==> src/rtl/conv_window_sequencer.sv <==
// Convolution tap sequencer: registered read addresses 1 cycle after issue, MAC strobes +1, result write +2.
// hold freezes tap issue only (bubbles flow down the pipe); CONV_SEQ_PERF_EN adds busy/hold cycle counters.
module conv_window_sequencer #(
  parameter int ADDR_WIDTH            = 10,
  parameter int CONV_PARTITION_WIDTH  = 3,
  parameter int CONV_PARTITION_HEIGHT = 3,
  parameter int CONV_LAYER_WIDTH      = 12,
  parameter int CONV_LAYER_HEIGHT     = 12,
  parameter int CHANNEL_NUM           = 2,
  parameter int CONV_RESULT_WIDTH     = 10,
  parameter int CONV_RESULT_HEIGHT    = 10
) (
  input  logic                  clk,
  input  logic                  reset,
  input  logic                  run,
  input  logic                  hold,
  output logic [ADDR_WIDTH-1:0] conv_data_addr,
  output logic [ADDR_WIDTH-1:0] conv_kernel_addr,
  output logic                  addr_valid,
  output logic                  mac_en,
  output logic                  mac_first,
  output logic                  mac_last,
  output logic                  result_we,
  output logic [ADDR_WIDTH-1:0] result_addr,
  output logic                  busy,
  output logic                  done
`ifdef CONV_SEQ_PERF_EN
  ,
  output logic [31:0]           perf_busy_cycles,
  output logic [31:0]           perf_hold_cycles
`endif
);

  localparam logic [15:0] KW_LAST = 16'(CONV_PARTITION_WIDTH - 1);
  localparam logic [15:0] KH_LAST = 16'(CONV_PARTITION_HEIGHT - 1);
  localparam logic [15:0] CH_LAST = 16'(CHANNEL_NUM - 1);
  localparam logic [15:0] RW_LAST = 16'(CONV_RESULT_WIDTH - 1);
  localparam logic [15:0] RH_LAST = 16'(CONV_RESULT_HEIGHT - 1);
  localparam logic [ADDR_WIDTH-1:0] ROW_STEP = ADDR_WIDTH'(CONV_LAYER_WIDTH);
  localparam logic [ADDR_WIDTH-1:0] CH_STEP  = ADDR_WIDTH'(CONV_LAYER_WIDTH * CONV_LAYER_HEIGHT);
  localparam logic [ADDR_WIDTH-1:0] A_ONE    = ADDR_WIDTH'(1);

  typedef enum logic [1:0] {S_IDLE, S_ISSUE, S_DRAIN, S_DONE} state_t;

  state_t                state;
  logic [15:0]           kx, ky, ch, c, r;
  // Data address bases: current tap, kernel row start, channel start, pixel origin, output row origin.
  logic [ADDR_WIDTH-1:0] d_cur, d_row, d_ch, d_pix, d_line;
  logic [ADDR_WIDTH-1:0] k_cur, pix_cur;
  logic                  iss_first, iss_last;
  logic [ADDR_WIDTH-1:0] iss_pix, mac_pix;

  logic                  issue, last_kx, last_ky, last_ch, last_c, last_r, tap_first, pix_end;
  logic [ADDR_WIDTH-1:0] row_next, ch_next, pix_next;

  assign issue     = (state == S_ISSUE) && !hold;
  assign last_kx   = (kx == KW_LAST);
  assign last_ky   = (ky == KH_LAST);
  assign last_ch   = (ch == CH_LAST);
  assign last_c    = (c == RW_LAST);
  assign last_r    = (r == RH_LAST);
  assign tap_first = (kx == 16'd0) && (ky == 16'd0) && (ch == 16'd0);
  assign pix_end   = last_kx && last_ky && last_ch;
  assign row_next  = d_row + ROW_STEP;
  assign ch_next   = d_ch + CH_STEP;
  assign pix_next  = last_c ? (d_line + ROW_STEP) : (d_pix + A_ONE);

  always_ff @(posedge clk or negedge reset) begin
    if (!reset) begin
      state            <= S_IDLE;
      {kx, ky, ch, c, r} <= '0;
      {d_cur, d_row, d_ch, d_pix, d_line} <= '0;
      k_cur            <= '0;
      pix_cur          <= '0;
      iss_first        <= 1'b0;
      iss_last         <= 1'b0;
      iss_pix          <= '0;
      mac_pix          <= '0;
      conv_data_addr   <= '0;
      conv_kernel_addr <= '0;
      addr_valid       <= 1'b0;
      mac_en           <= 1'b0;
      mac_first        <= 1'b0;
      mac_last         <= 1'b0;
      result_we        <= 1'b0;
      result_addr      <= '0;
      busy             <= 1'b0;
      done             <= 1'b0;
    end else begin
      addr_valid <= issue;
      mac_en     <= addr_valid;
      mac_first  <= addr_valid & iss_first;
      mac_last   <= addr_valid & iss_last;
      mac_pix    <= iss_pix;
      result_we  <= mac_en & mac_last;
      if (mac_en && mac_last) result_addr <= mac_pix;
      done <= 1'b0;

      case (state)
        S_IDLE: if (run) begin
          state   <= S_ISSUE;
          {kx, ky, ch, c, r} <= '0;
          {d_cur, d_row, d_ch, d_pix, d_line} <= '0;
          k_cur   <= '0;
          pix_cur <= '0;
        end
        S_ISSUE: begin
          busy <= 1'b1;
          if (!hold) begin
            conv_data_addr   <= d_cur;
            conv_kernel_addr <= k_cur;
            iss_first        <= tap_first;
            iss_last         <= pix_end;
            iss_pix          <= pix_cur;
            if (!last_kx) begin
              kx    <= kx + 16'd1;
              d_cur <= d_cur + A_ONE;
              k_cur <= k_cur + A_ONE;
            end else if (!last_ky) begin
              kx    <= '0;
              ky    <= ky + 16'd1;
              d_row <= row_next;
              d_cur <= row_next;
              k_cur <= k_cur + A_ONE;
            end else if (!last_ch) begin
              kx    <= '0;
              ky    <= '0;
              ch    <= ch + 16'd1;
              d_ch  <= ch_next;
              d_row <= ch_next;
              d_cur <= ch_next;
              k_cur <= k_cur + A_ONE;
            end else begin
              // Pixel complete: step to the next output pixel's window origin.
              {kx, ky, ch} <= '0;
              k_cur   <= '0;
              pix_cur <= pix_cur + A_ONE;
              d_pix   <= pix_next;
              d_ch    <= pix_next;
              d_row   <= pix_next;
              d_cur   <= pix_next;
              if (last_c) begin
                c      <= '0;
                r      <= r + 16'd1;
                d_line <= d_line + ROW_STEP;
                if (last_r) state <= S_DRAIN;
              end else begin
                c <= c + 16'd1;
              end
            end
          end
        end
        S_DRAIN: if (result_we && !mac_en && !addr_valid) begin
          state <= S_DONE;
          done  <= 1'b1;
        end
        S_DONE: begin
          busy  <= 1'b0;
          state <= S_IDLE;
        end
      endcase
    end
  end

`ifdef CONV_SEQ_PERF_EN
  always_ff @(posedge clk or negedge reset) begin
    if (!reset) begin
      perf_busy_cycles <= '0;
      perf_hold_cycles <= '0;
    end else if (state == S_IDLE && run) begin
      perf_busy_cycles <= '0;
      perf_hold_cycles <= '0;
    end else begin
      if (busy) perf_busy_cycles <= perf_busy_cycles + 32'd1;
      if (state == S_ISSUE && hold) perf_hold_cycles <= perf_hold_cycles + 32'd1;
    end
  end
`endif

endmodule
==> config.mk <==
export PLATFORM = sky130hd
export DESIGN_NAME = conv_window_sequencer
export DESIGN_NICKNAME = d
export VERILOG_FILES = /design/src/rtl/conv_window_sequencer.sv
export SDC_FILE = /design/constraint.sdc
export NUM_CORES = 1
export LEC_CHECK = 0
export ABC_AREA = 1
export CAP_MARGIN = 20
export CORE_UTILIZATION = 45
export DETAILED_ROUTE_END_ITERATION = 6
export MAX_ROUTING_LAYER = met4
export PLACE_DENSITY = 0.61
export SKIP_LAST_GASP = 1
export SLEW_MARGIN = 20
export SYNTH_ARGS = -nofsm -noshare
export SYNTH_HDL_FRONTEND = slang
export SYNTH_SLANG_ARGS = --single-unit
==> constraint.sdc <==
create_clock -name clk -period 1.9 [get_ports clk]
set_clock_uncertainty 0.15 [all_clocks]
set_input_delay 0.285 -clock clk [delete_from_list [all_inputs] [get_ports clk]]
set_output_delay 0.285 -clock clk [all_outputs]
set_load 0.02 [all_outputs]
==> results of run 1 <==
==> through the flow <==
stage                     hold slack [ns]  TNS (ns)
after global placement            0.02116    -28.99
after global routing              0.08791    -30.97
final                             0.06706    -17.76
after detailed placement          0.02067    -31.26
after CTS                         0.06618    -10.71
after floorplan                   -0.1606   -0.3527
==> power by group <==
part           switching (mW)  leakage [nW]  internal, mW
clock                    1.88         0.424          3.19
combinational            6.00          4.49          5.02
sequential              0.756          2.86          5.51
==> layout make-up <==
type / instances / area, sq um
Fill cell: 2081 / 8959
Multi-Input combinational cell: 1035 / 5529
Sequential cell: 209 / 5230
Timing Repair Buffer: 274 / 2693
Inverter: 179 / 699.4
Clock buffer: 31 / 678.2
Tap cell: 324 / 405.4
Clock inverter: 12 / 190.2
Timing Repair inverter: 1 / 7.507
==> kinds of logic (layout without fill, tap and decap cells) <==
logic type,Yosys count,count (layout),synth area share (%)
xor gates and xnor gates,61,61,4.752
buffers and inverters,222,497,7.745
DFF,209,209,46.52
AOI/OAI and AO/OA,211,211,10.05
adders and majority gates,24,24,2.671
and+or+nand+nor,738,739,28.27
==> critical path, stage by stage (launching register included) <==
cell	delay, ns
sky130_fd_sc_hd__dfrtp_1	0.41
sky130_fd_sc_hd__buf_6	0.13
sky130_fd_sc_hd__ha_4	0.17
sky130_fd_sc_hd__buf_4	0.14
sky130_fd_sc_hd__nor2_2	0.14
sky130_fd_sc_hd__nor2_4	0.07
sky130_fd_sc_hd__nand3_4	0.11
sky130_fd_sc_hd__buf_12	0.13
sky130_fd_sc_hd__buf_12	0.12
sky130_fd_sc_hd__inv_12	0.05
sky130_fd_sc_hd__buf_12	0.12
sky130_fd_sc_hd__buf_16	0.12
sky130_fd_sc_hd__nand3_1	0.05
sky130_fd_sc_hd__o21ai_0	0.07
==> final timing paths <==
path                                   to        from  cells after the start
max                                 ch[0]    state[0]                     13
min                        result_addr[6]       reset                      2
max reg2reg                         ch[0]    state[0]                     13
min reg2reg                    mac_pix[8]  iss_pix[8]                      0
max in group asynchronous          ky[10]       reset                      3
min in group clk               mac_pix[8]  iss_pix[8]                      0
==> repair_timing <==
item                                   4_1_cts  5_1_grt
endpoints found under the hold margin      209        0
cloned                                       8        1
buffers inserted                            19       10
resized for setup                          105      100
hold buffers                                 1        0
pin swaps                                   32       16
setup endpoints to repair                  177      205
==> metal layers <==
metal,global-route usage (%),vias to the layer above
met5,-,-
met4,5.931,0
met3,2.753,38
met2,37.85,196
met1,32.38,4886
li1,-,5292
==> flip-flops by register name (all words and copies together), names as in the netlist, 8 cells and up <==
signal,flops
mac_pix,10
c,16
d_cur,10
iss_pix,10
ky,16
kx,16
ch,16
d_ch,10
pix_cur,10
result_addr,10
d_row,10
d_pix,10
conv_kernel_addr,10
d_line,8
k_cur,10
r,16
conv_data_addr,10
==> cells in the mapped netlist <==
cell / n / area, sq um
sky130_fd_sc_hd__a21boi_0: 5 / 37.54
sky130_fd_sc_hd__a21o_1: 2 / 15.01
sky130_fd_sc_hd__a21oi_1: 37 / 185.2
sky130_fd_sc_hd__a21oi_2: 1 / 8.760
sky130_fd_sc_hd__a22o_1: 1 / 8.760
sky130_fd_sc_hd__a22oi_1: 2 / 15.01
sky130_fd_sc_hd__a31oi_1: 4 / 25.02
sky130_fd_sc_hd__and3_1: 1 / 6.260
sky130_fd_sc_hd__buf_2: 15 / 75.07
sky130_fd_sc_hd__buf_4: 5 / 37.54
sky130_fd_sc_hd__clkbuf_1: 23 / 86.33
sky130_fd_sc_hd__clkinv_1: 1 / 3.750
sky130_fd_sc_hd__dfrtp_1: 209 / 5230
sky130_fd_sc_hd__ha_1: 24 / 300.3
sky130_fd_sc_hd__inv_1: 167 / 626.9
sky130_fd_sc_hd__inv_2: 11 / 41.29
sky130_fd_sc_hd__nand2_1: 376 / 1411
sky130_fd_sc_hd__nand2_2: 3 / 18.77
sky130_fd_sc_hd__nand2b_1: 1 / 6.260
sky130_fd_sc_hd__nand3_1: 106 / 530.5
sky130_fd_sc_hd__nand3_4: 1 / 17.52
sky130_fd_sc_hd__nand3b_1: 6 / 45.04
sky130_fd_sc_hd__nand4_1: 40 / 250.2
sky130_fd_sc_hd__nor2_1: 139 / 521.8
sky130_fd_sc_hd__nor2_2: 2 / 12.51
sky130_fd_sc_hd__nor2_4: 3 / 33.78
sky130_fd_sc_hd__nor3_1: 47 / 235.2
sky130_fd_sc_hd__nor3_2: 1 / 10.01
sky130_fd_sc_hd__nor3b_1: 1 / 7.510
sky130_fd_sc_hd__nor4_1: 7 / 43.79
sky130_fd_sc_hd__o2111ai_1: 1 / 8.760
sky130_fd_sc_hd__o211a_1: 1 / 10.01
sky130_fd_sc_hd__o211ai_1: 2 / 15.01
sky130_fd_sc_hd__o21ai_0: 104 / 520.5
sky130_fd_sc_hd__o21ai_1: 40 / 200.2
sky130_fd_sc_hd__o221a_2: 1 / 11.26
sky130_fd_sc_hd__o22ai_1: 5 / 31.28
sky130_fd_sc_hd__o31ai_1: 5 / 37.54
sky130_fd_sc_hd__or2_2: 3 / 18.77
sky130_fd_sc_hd__or3b_2: 1 / 8.760
sky130_fd_sc_hd__xnor2_1: 1 / 8.760
sky130_fd_sc_hd__xor2_1: 60 / 525.5
==> placed cells by master (no fill, tap or decap), types with 5 or more instances in the layout <==
master / synthesis / layout
sky130_fd_sc_hd__a21oi_1: 37 / 31
sky130_fd_sc_hd__a21oi_2: 1 / 6
sky130_fd_sc_hd__buf_12: 0 / 19
sky130_fd_sc_hd__buf_4: 5 / 184
sky130_fd_sc_hd__buf_6: 0 / 20
sky130_fd_sc_hd__buf_8: 0 / 5
sky130_fd_sc_hd__bufinv_16: 0 / 5
sky130_fd_sc_hd__clkbuf_16: 0 / 26
sky130_fd_sc_hd__clkinv_2: 0 / 5
sky130_fd_sc_hd__clkinvlp_4: 0 / 5
sky130_fd_sc_hd__dfrtp_1: 209 / 209
sky130_fd_sc_hd__dlymetal6s2s_1: 0 / 36
sky130_fd_sc_hd__ha_1: 24 / 20
sky130_fd_sc_hd__inv_1: 167 / 153
sky130_fd_sc_hd__inv_2: 11 / 20
sky130_fd_sc_hd__nand2_1: 376 / 354
sky130_fd_sc_hd__nand2_2: 3 / 21
sky130_fd_sc_hd__nand3_1: 106 / 98
sky130_fd_sc_hd__nand3_2: 0 / 7
sky130_fd_sc_hd__nand3b_1: 6 / 6
sky130_fd_sc_hd__nand4_1: 40 / 40
sky130_fd_sc_hd__nor2_1: 139 / 122
sky130_fd_sc_hd__nor2_2: 2 / 13
sky130_fd_sc_hd__nor2_4: 3 / 9
sky130_fd_sc_hd__nor3_1: 47 / 39
sky130_fd_sc_hd__nor3_2: 1 / 8
sky130_fd_sc_hd__nor4_1: 7 / 6
sky130_fd_sc_hd__o21ai_0: 104 / 69
sky130_fd_sc_hd__o21ai_1: 40 / 69
sky130_fd_sc_hd__o21ai_2: 0 / 5
sky130_fd_sc_hd__o22ai_1: 5 / 5
sky130_fd_sc_hd__xor2_1: 60 / 60
==> impl.org, run 1 <==
** Synth
- The cell count after synthesis came out at about 1500.
- Post-synthesis cell type count :: between 40 and 50
- Share of the yosys chip area belonging to registers :: between 40% and 50%
- Avg Inst Size Synth :: around 7.7 sq um
- Syn. warnings :: 0
- Counting every net in the synthesized netlist gives 1493.
- Netlist Area Pre-Place :: approximately 11000 sq um
- The synthesized design contains roughly 210 register bits.

** Die
- From left edge to right edge, the die measures 160.1 um.
- The floorplan step defined a core boundary enclosing around 24000 sq um.
- The floorplan has between 50 and 60 rows.
- In this run the count of I/O pins placed on the die edge is slightly above 40.
- Die span in y :: ~160 um
- Initial standard-cell utilization of the core :: 46.10%
- The die covers 25620 sq um.

** Pwr
- The design draws roughly 22 mW.
- The worst-case IR drop observed on VDD is 0.9023 mV.
- For this design the ratio of total power to cell area is about 1400 nW/um^2.
- Leak pwr :: roughly 7.8 nW

** Route
- Vias per std cell :: ~5.0
- Met2 WL post-DR :: between 10 and 15 mm
- In the routed design, unresolved DRC markers number 0.
- DRT met1 WL :: 13.82 mm
- Uppermost routed layer :: met4
- In this run the remaining antenna-violating nets after routing total 0.
- Sum of routed wire length over all layers :: 28.87 mm
- Total length of routed met3 wires :: 1.183 mm
- The final route contains about 10000 vias.
- Before antenna repair, the detailed router went through 7 iterations.
- Detail-routed net length per standard cell :: approximately 14 um
- For this block, the initial DRC count from the detailed router was 657.

** STA
- Setup-failing EPs final :: approximately 140
- After layout, the worst path uses 110.9% of the clock period.
- Setup repair after global routing could not meet its margin everywhere.
- The smallest clock period supported by the final layout is computed as ~2.1 ns.
- Based on the critical path, the design can be clocked at up to between 400 and 500 MHz.
- The worst pin sits at a relative slew slack of approximately 69%.
- The count of final max-slew check failures came to 0.
- For the pin with the worst max-slew slack, the measured transition is 0.4649 ns.
- Final Hold Violating Endpoints :: 0
- After layout, the worst setup slack is -0.2066 ns.

** GRT
- Number of global-route vias before repair :: roughly 10000
- GRT Util Overall :: about a quarter
- The first global-routing pass estimated roughly 49 mm of wire.
- Pin count of the biggest net entering global routing :: between 60 and 70
- Initial antenna violation count :: 0
- Overall overflow remaining after global route :: 0

** Setup path
- Data arrives at the worst endpoint at about 2.4 ns.
- CP endpoint kind :: flip-flop
- Worst reg-to-reg setup slack :: -0.21 ns
- Category of the most critical setup path :: reg2reg
- STA puts the critical path data required time at ~2.2 ns.
- Critical path startpoint category :: flip-flop
- Of all nets on the critical path, the largest fanout is 5.

** CTS
- Buffers inserted during clock tree synthesis total 24.
- The clock passes through at most 3 buffers.
- TritonCTS built the clock tree.
- Insertion delay of the later-clocked pin in the worst-skew pair :: 0.53 ns
- After clock tree synthesis, the clock-pin slew on the worst setup and hold paths is about 0.060 ns.
- Root cell of the clock tree :: sky130_fd_sc_hd__clkbuf_16
- H-tree lvl count :: 1
- Clock tree synthesis found a total of around 210 sinks.

** Status
- Violated checks :: negative setup slack
- Run status :: finished with violations

** Placed design
- Post-Place Cells :: 1983
- Summing all placed instances gives a cell area of 13520 sq um.
- Before CTS, the worst setup slack after placement is -0.3089 ns.
- At the end of routability-driven placement, the weighted congestion stood at ~0.9.
- Detailed placement finished with a half-perimeter wire length of between 15 and 20 mm.
- In this run the tool buffered the top-level ports with 40 buffer cells.

** Final layout
- Diodes inserted :: 0
- The finished cells cover about 15000 sq um.
- Cells fill between 60% and 70% of the core in the end.
- The final layout contains between 1500 and 2000 nets.
- Cells with a size suffix above 1 make up roughly 22% of the layout.
- Layout-stage area growth over the synthesis result :: 37.26%
- Final instance count without filler cells :: roughly 2100

** Min path
- The path class of the tightest hold or removal check is in2async.

** Flow run
- Max-cap violation count :: 0
Note: power is estimated with default switching activity, not from simulation.
==> run 2: changes to the inputs <==
- CORE_UTILIZATION: 45 -> 35
- PLACE_DENSITY: 0.61 -> 0.49
==> run 2 against run 1 <==
Effect of this change:
- the run still ends with negative setup slack left
- setup slack lost 0.0082 ns
- clock-buffer cell count grew 7
- global-route usage shrank 3.7 points
- first-iteration DRC count shrank 24%
- sequential share of layout area shrank 2.1 points
- combinational power grew 13%
- hold slack gained 0.025 ns
- sequential power is essentially flat
- maximum frequency shrank 0.39%
- critical path depth shrank 1
- final area grew 6.8%
==> impl.org, run 2 (same netlist as run 1, synthesis figures left out) <==
** CTS
- Number of CTS-inserted buffers :: 26
- The later pin in the worst-skew pair is clocked with a latency of 0.54 ns.
- Counting along the longest clock path gives a buffer depth of 3.
- After clock tree synthesis, the clock-pin slew on the worst setup and hold paths is around 0.06 ns.
- H-tree lvl count :: 1
- Root cell of the clock tree :: sky130_fd_sc_hd__clkbuf_16
- TritonCTS built the clock tree.
- The clock drives 209 sinks.

** Final layout
- The library cell used most frequently in the layout, excluding fill and tap cells, is sky130_fd_sc_hd__nand2_1.
- The filler cells instantiated in the layout total 2989.
- Diodes inserted :: 0
- Relative to the synthesized area, the layout overhead comes to 46.55%.
- Most frequent cells in the layout :: 310 x sky130_fd_sc_hd__nand2_1, 226 x sky130_fd_sc_hd__buf_4, 209 x sky130_fd_sc_hd__dfrtp_1
- Layout Cell Area excl Fill :: ~16000 sq um
- Nets :: 1805
- Summing all multi-input logic gate instances after layout gives ~6000 sq um.
- In the final layout, the share of cells above drive strength 1 is between 30% and 40%.
- After the flow finishes, the layout carries non-filler instances totaling ~2200.
- Final core utilization :: between 50% and 60%
- The sequential cells in the finished layout cover a total of between 5000 and 6000 sq um.

** Setup path
- The number of buffers and inverters on the critical path is 4.
- Critical path depth :: 12
- Category of the most critical setup path :: reg2reg
- Data required time of the worst path :: roughly 2.2 ns
- In this run the critical register-to-register path is launched from ky[6].
- The largest individual stage delay along the critical path comes from the cell sky130_fd_sc_hd__dfrtp_1.
- In this run the critical register-to-register path is captured at pix_cur[5].
- In this run the worst setup path begins at ky[6].
- Largest delay contributor family on the critical path :: simple AND/OR/NAND/NOR gates
- Arrival time of the worst setup path :: between 2 and 2.5 ns
- CP endpoint kind :: flip-flop
- Cell-by-cell trace of the critical path :: inv_2, nand4_1, nor2_2, nand2_2, nand2_2, nand3_4, nor2_4, buf_6, buf_8, buf_12, nand3_2, o21ai_2
- Longest individual stage delay on the worst path :: between 0.3 and 0.4 ns
- Of all nets on the critical path, the largest fanout is 8.
- In this run the register-to-register setup slack is -0.21 ns.
- In this design, the critical path's most frequently occurring cell is sky130_fd_sc_hd__nand2_2.
- The worst register-to-register path has a depth of 12.
- The worst setup path is launched from a flip-flop.

** STA
- Transition time at the pin with the least slew margin :: 0.5093 ns
- For the finished layout, the period the worst path requires is approximately 2.1 ns.
- Final Hold Violating Endpoints :: 0
- The final critical path takes up 111.3% of the cycle.
- Setup-failing EPs final :: between 100 and 150
- Final worst setup slack :: -0.2148 ns
- The count of final max-slew check failures was 0.
- Upper clock frequency limit :: 472.9 MHz
- The worst pin sits at a relative slew slack of ~66%.
- RSZ-0062 raised after global routing :: yes
- After routing, the total negative slack on setup checks comes to -14.32 ns.
- Across all hold checks on the routed design, the worst slack comes to about 0.092 ns.

** Status
- Violated checks :: negative setup slack
- The flow ran to the end, but the final reports show violations.

** Placed design
- GPL Wtd Cong :: roughly 0.90
- Post-Place Cells :: about 2100
- Detailed placement finished with a half-perimeter wire length of approximately 22 mm.
- The count of buffers added on input and output ports is 40.
- Place WS :: -0.3129 ns
- Cell Area, Placed :: between 10000 and 15000 sq um

** Min path
- The tightest min-delay check is of the in2async type.

** Route
- Drc violations :: 0
- Detail-routed net length per standard cell :: 14.55 um
- Wires add up to roughly 32 mm.
- The count of nets left with antenna violations once routing finished came out at 0.
- The first TritonRoute pass finished after 4 iterations.
- Vias per std cell :: roughly 5
- The first routing iteration left 500 violations.
- For this block, the via count after detailed routing is roughly 11000.

** Die
- Initial standard-cell utilization of the core :: between 30% and 40%
- In this run the core area contains 65 standard-cell rows.
- The region available for standard cell placement spans roughly 32000 sq um.
- The floorplan step defined a die boundary enclosing approximately 33000 sq um.
- Die Wd :: roughly 180 um
- During I/O placement, the number of pins put on the boundary was slightly above 40.
- Measured along the y axis, the die boundary spans 181.2 um.

** Pwr
- IR analysis of the VDD net gives a maximum drop of 0.6582 mV.
- Leak pwr :: between 7 and 8 nW
- Power density cells :: 1444 nW/um^2
- The design draws around 24 mW.

** GRT
- The initial antenna violation count is 0.
- GRT Util Overall :: roughly 20%
- Entering global routing, the biggest net connects 61 pins.
- Overall overflow remaining after global route :: 0
- Number of global-route vias before repair :: between 10000 and 15000
- First-pass GRT wire length :: ~53 mm

** Flow run
- Max-cap violation count :: 0
-- run 2: cell count changes in the layout (fill, tap and decap cells not counted), sizes merged --
cell,before,now
dlygate4sd2,0,36
inv,176,177
buf,232,285
clkdlybuf4s50,3,2
nand2,380,379
clkinv,6,7
clkbuf,33,39
dlymetal6s2s,36,1
bufinv,5,2
clkinvlp,5,3
-- run 2: how the worst max path moves through the flow --
stage | end
final | pix_cur[5]
after global routing | pix_cur[5]
after CTS | d_line[7]
after detailed placement | r[13]
after global placement | d_line[2]
after floorplan | c[5]
-- run 2: timing repair --
| action | in CTS | in global routing |
|---|---|---|
| endpoints found under the hold margin | 209 | 0 |
| setup buffers | 29 | 31 |
| hold buffers | 1 | 0 |
| setup endpoints to repair | 175 | 148 |
| pin swaps | 45 | 36 |
| resized for setup | 198 | 198 |
| gates cloned | 12 | 1 |
-- run 2: cell type report --
cell class / count / share of cell area (%)
multi-input cells: 1034 / 36.95
flip-flops and latches: 209 / 31.74
repair buffers: 326 / 18.38
clock buffers: 38 / 4.898
inverters: 179 / 4.283
well taps: 402 / 3.053
clock inverters: 9 / 0.6303
repair inverters: 1 / 0.06834
-- run 2: per-layer routing --
metal,track usage (%),share of wire [%]
met4,4.576,1.7
met3,2.641,3.6
met5,-,0
met2,32.63,47
met1,26.58,47
-- run 2: power by group --
| part | internal (mW) | total, mW | switching [mW] | leakage, nW |
|---|---|---|---|---|
| Clock | 3.20 | 5.19 | 1.99 | 0.448 |
| Sequential | 5.51 | 6.25 | 0.737 | 2.86 |
| Combinational | 5.62 | 12.4 | 6.73 | 4.63 |
| Total | 14.3 | 23.8 | 9.46 | 7.94 |
==> variant 1 (settings of run 2) <==
The 4 states of `state_t` get a Gray code encoding in 2 bits.
--- a/src/rtl/conv_window_sequencer.sv
+++ b/src/rtl/conv_window_sequencer.sv
@@ -40,7 +40,7 @@
   localparam logic [ADDR_WIDTH-1:0] CH_STEP  = ADDR_WIDTH'(CONV_LAYER_WIDTH * CONV_LAYER_HEIGHT);
   localparam logic [ADDR_WIDTH-1:0] A_ONE    = ADDR_WIDTH'(1);
 
-  typedef enum logic [1:0] {S_IDLE, S_ISSUE, S_DRAIN, S_DONE} state_t;
+  typedef enum logic [1:0] {S_IDLE = 2'b00, S_ISSUE = 2'b01, S_DRAIN = 2'b11, S_DONE = 2'b10} state_t;
 
   state_t                state;
   logic [15:0]           kx, ky, ch, c, r;
Behaviour: no difference found for any inputs over 4 cycles, from zero or initial values and one cycle with reset low; so few cycles prove little.
==> variant 1 against run 2 <==
- the flow still finishes with violations (setup timing)
- power down 4.4%
- sequential share of layout area rose by 1.8 points
- sequential cell count stayed put
- largest cell class unchanged
- routed wire length decreased by 6.3%
- combinational power is 5% lower
- area after synthesis up 0.10%
- non-clock buffer count is 27 lower
- first-iteration DRC count grew 23%
- setup slack better by 0.063 ns
- final area decreased by 5.3%
==> variant 1: results (changes against run 2) <==
* Register area share after synthesis at 46.5% (-0.047 points)
* Final worst-path setup slack at -0.152 ns (+0.0630 ns)
* Dpl cell area at 13800 µm² (about the same)
* Setup TNS Final at -11.94 ns (+2.38 ns)
* Worst R2R Start: state[0]$_DFFE_PN0P_
* Post-Synth Adder-Cell Area at 2.67% (-0.0027 points)
* Initial DRC count at 613 (+23%)
* RePlAce Congestion at 0.883 (-2.1%)
* Crit path max fanout at 9 (+1)
* Routed wire length at 29900 µm (-6.3%)
* DR WL/cell at 14.0 µm (-4.1%)
* CTS Buffer Depth at 3 (unchanged)
* Maximum vdd drop at 0.000897 V (+36%)
* # setup viols final at 133 (+8.1%)
* R2R depth at 10 (-2)
* Synth top area cells: dfrtp_1 46%, nand2_1 13%, inv_1 5.1%, nand3_1 5.0%, o21ai_0 4.1%
* H-Tree Depth at 1 (unchanged)
* Post-DP HPWL at 21200 µm (-1.4%)
* Worst hold slack at 0.0872 ns (-0.00440 ns)
* Met1 WL at 14500 µm (-4.1%)
* R2R Path End: ch[5]$_DFFE_PN0P_
* Share of layout cells above drive strength 1 at 25.9% (-5.3 points)
* Net Count, Synth at 1476 (-1.1%)
* Synth Area in Compound Gates at 11.1% (+1.0 points)
* Setup WS pre-CTS at -0.539 ns (-0.227 ns)
* XOR/XNOR Fraction of Synth Area at 2.88% (-1.9 points)
* Area occupied by multi-input gates at 5670 µm² (-6.8%)
* Grt met3 use at 2.08% (-0.56 points)
* # placed instances at 2067 (-0.72%)
* Met2 usage at 31.6% (-0.98 points)
* Syn_area_per_cell at 7.77 µm² (+1.3%)
* Slew HR at 71.4% (+5.4 points)
* Most frequent cells after synthesis: 381 x nand2_1, 209 x dfrtp_1, 152 x inv_1
* Met1 Use GR at 25.7% (-0.92 points)
* Leakage Power at 7.53 nW (-5.1%)
* DR pass1 iterations at 5 (+1)
* Number of fill cells in the layout at 3099 (+3.7%)
* DR vias at 10.4k (-2.7%)
* Violations in the final reports: setup timing
* ANT cells at 0 (unchanged)
* Outcome: finished, violations left
* Met2 routed WL at 14100 µm (-7.0%)
* First-pass GRT wire length at 50900 µm (-3.4%)
* Largest net degree at the start of global routing at 57 (-6.6%)
* Yosys cell types at 44 (+4.8%)
* Overall Global Routing Usage at 19.3% (-0.82 points)
* CTS Buf Count at 27 (+3.8%)
* Met3 WL at 895 µm (-22%)
* Arr. time, crit path at 2.35 ns (-0.07 ns)
* # nets final at 1755 (-2.8%)
[variant 1: cell types whose count changed after synthesis, sizes merged, moves of 11 or more]
cell / change
o21ai: -13
nor2: -13
or2: +14
buf: +11
a21oi: +17
inv: -15
xor2: -27
nor3: -14
[variant 1: layout make-up]
class	count	area share, %
Multi-Input combinational cell	1025	36.4
Sequential cell	209	33.5
Inverter	165	4.24
Clock inverter	7	0.321
Tap cell	402	3.23
Timing Repair Buffer	299	17.4
Clock buffer	39	4.94
[variant 1: repair_timing]
action	in CTS	in global routing
cloned	4	1
pin swaps	38	13
setup endpoints to repair	187	177
hold endpoints to repair	209	0
buffers inserted	20	8
resized for setup	164	56
hold buffers	1	0
[variant 1: critical path: cells and delay by family (launching register included)]
| kind | cells | cell delay (ns) |
|---|---|---|
| buffers and inverters | 6 | 0.74 |
| DFF | 1 | 0.39 |
| and+or+nand+nor | 2 | 0.32 |
| adders and majority gates | 1 | 0.17 |
| AOI/OAI and AO/OA | 1 | 0.17 |
[variant 1: how the worst max path moves through the flow]
| stage | start | endpoint | cells past startpoint |
|---|---|---|---|
| after global routing | state[0]$_DFFE_PN0P_ | ch[8]$_DFFE_PN0P_ | 11 |
| after detailed placement | hold | ch[8]$_DFFE_PN0P_ | 11 |
| after floorplan | state[1]$_DFFE_PN0P_ | d_cur[5]$_DFFE_PN0P_ | 15 |
| after global placement | hold | ch[13]$_DFFE_PN0P_ | 11 |
| final | state[0]$_DFFE_PN0P_ | ch[5]$_DFFE_PN0P_ | 10 |
| after CTS | state[1]$_DFFE_PN0P_ | ky[9]$_DFFE_PN0P_ | 11 |
[variant 1: report_power, final]
part | switching (mW) | internal (mW)
sequential | 0.692 | 5.45
clock | 1.96 | 2.80
combinational | 6.57 | 5.27
==> variant 2 (config.mk and constraints of run 2) <==
Made on the original files. Change the parameter `ADDR_WIDTH` from 10 to 9.
--- a/src/rtl/conv_window_sequencer.sv
+++ b/src/rtl/conv_window_sequencer.sv
@@ -1,7 +1,7 @@
 // Convolution tap sequencer: registered read addresses 1 cycle after issue, MAC strobes +1, result write +2.
 // hold freezes tap issue only (bubbles flow down the pipe); CONV_SEQ_PERF_EN adds busy/hold cycle counters.
 module conv_window_sequencer #(
-  parameter int ADDR_WIDTH            = 10,
+  parameter int ADDR_WIDTH            = 9,
   parameter int CONV_PARTITION_WIDTH  = 3,
   parameter int CONV_PARTITION_HEIGHT = 3,
   parameter int CONV_LAYER_WIDTH      = 12,
Interface: changed (resized conv_data_addr, conv_kernel_addr and result_addr); port bits go from 41 to 38. No check against the original RTL was run, so the function may have changed too.
==> variant 2 against run 2 <==
- the flow still finishes with violations (setup timing)
- power decreased by 8.4%
- final area decreased by 3.4%
- final cell count decreased by 6.9%
- routed wire length decreased by 3.5%
- clock power decreased by 24%
- sequential cell count decreased by 12
- setup slack got worse by 0.013 ns
- area after synthesis decreased by 5.6%
- highest routed layer unchanged
==> variant 2: results (changes against run 2) <==
* R2R depth at 11 (-1)
* Worst hold slack at 0.102 ns (+0.0106 ns)
* Outcome: finished, violations left
* Violations in the final reports: setup timing
* # nets final at 1671 (-7.4%)
* RePlAce Congestion at 0.810 (-10%)
* Most frequent cells after synthesis: 334 x nand2_1, 197 x dfrtp_1, 151 x inv_1
* Share of layout cells above drive strength 1 at 35.1% (+4.0 points)
* Leakage Power at 7.34 nW (-7.5%)
* Final worst-path setup slack at -0.228 ns (-0.0134 ns)
* Grt met3 use at 2.30% (-0.34 points)
* Initial DRC count at 600 (+20%)
* Met2 routed WL at 14500 µm (-4.4%)
* Net Count, Synth at 1368 (-8.4%)
* Final Non-Filler Cells at 2046 (-6.9%)
* Slew HR at 64.8% (-1.2 points)
* ANT cells at 0 (unchanged)
* Crit path max fanout at 5 (-3)
* DR pass1 iterations at 6 (+2)
* IO buf count at 37 (-7.5%)
* Worst Setup SP: ky[10]$_DFFE_PN0P_
* Met1 WL at 15200 µm (+0.60%)
* Overall Global Routing Usage at 20.3% (+0.27 points)
* Yosys cell types at 49 (+17%)
* Multiplexer share of the synthesized area at 0.0944% (+0.094 points)
* Worst skew pair latency at 0.45 ns (-0.09 ns)
* Post-DP HPWL at 19400 µm (-9.9%)
* Setup TNS Final at -16.80 ns (-2.48 ns)
* Vias/cell at 4.79 (-1.3%)
* # placed instances at 1930 (-7.3%)
* # setup viols final at 131 (+6.5%)
* XOR/XNOR Fraction of Synth Area at 4.87% (+0.12 points)
* Synth top area cells: dfrtp_1 46%, nand2_1 12%, inv_1 5.3%, o21ai_0 4.6%, nor2_1 4.0%
* Setup WS pre-CTS at -0.404 ns (-0.0915 ns)
* Antenna violations before repair at 0 (unchanged)
* Register area share after synthesis at 46.5% (-0.049 points)
* Setup crit end: c[0]$_DFFE_PN0P_
* Arr. time, crit path at 2.31 ns (-0.11 ns)
* Reg clk slew, reported paths at 0.08 ns (+0.02 ns)
* Met1 Use GR at 28.3% (+1.7 points)
* Dpl cell area at 12900 µm² (-6.2%)
* Syn_area_per_cell at 7.92 µm² (+3.2%)
* Maximum vdd drop at 0.000738 V (+12%)
* CTS Buf Count at 17 (-35%)
* First-pass GRT wire length at 48700 µm (-7.6%)
* Post-Synth Adder-Cell Area at 2.83% (+0.16 points)
* Met2 usage at 31.6% (-1.1 points)
* DR WL/cell at 15.1 µm (+3.7%)
-- variant 2: cell types whose count changed in the layout (fill, tap and decap cells not counted), sizes merged, moves of 12 or more --
cell	delta
dlygate4sd2	-34
xor2	-12
dfrtp	-12
nand2	-31
clkdlybuf4s50	+29
clkbuf	-12
buf	-14
nor2	-24
nand3	-25
inv	-12
or2	+15
-- variant 2: timing repair --
action,4_1_cts,5_1_grt
pin swaps,52,73
endpoints found under the hold margin,197,0
endpoints found under the setup margin,136,146
gates resized for setup,200,232
hold buffers,1,0
gates cloned,13,10
buffers inserted,41,35
-- variant 2: layout make-up --
cell class / count / area, µm²
Clock buffer: 20 / 457
Inverter: 165 / 652
Multi-Input combinational cell: 947 / 5970
Clock inverter: 12 / 169
Sequential cell: 197 / 4930
Timing Repair Buffer: 315 / 3250
Fill cell: 2759 / 13800
Tap cell: 390 / 488
-- variant 2: power by group --
group,switching (mW),total [mW],internal [mW]
Clock,1.75,3.92,2.17
Combinational,6.40,12.2,5.84
Sequential,0.577,5.63,5.05
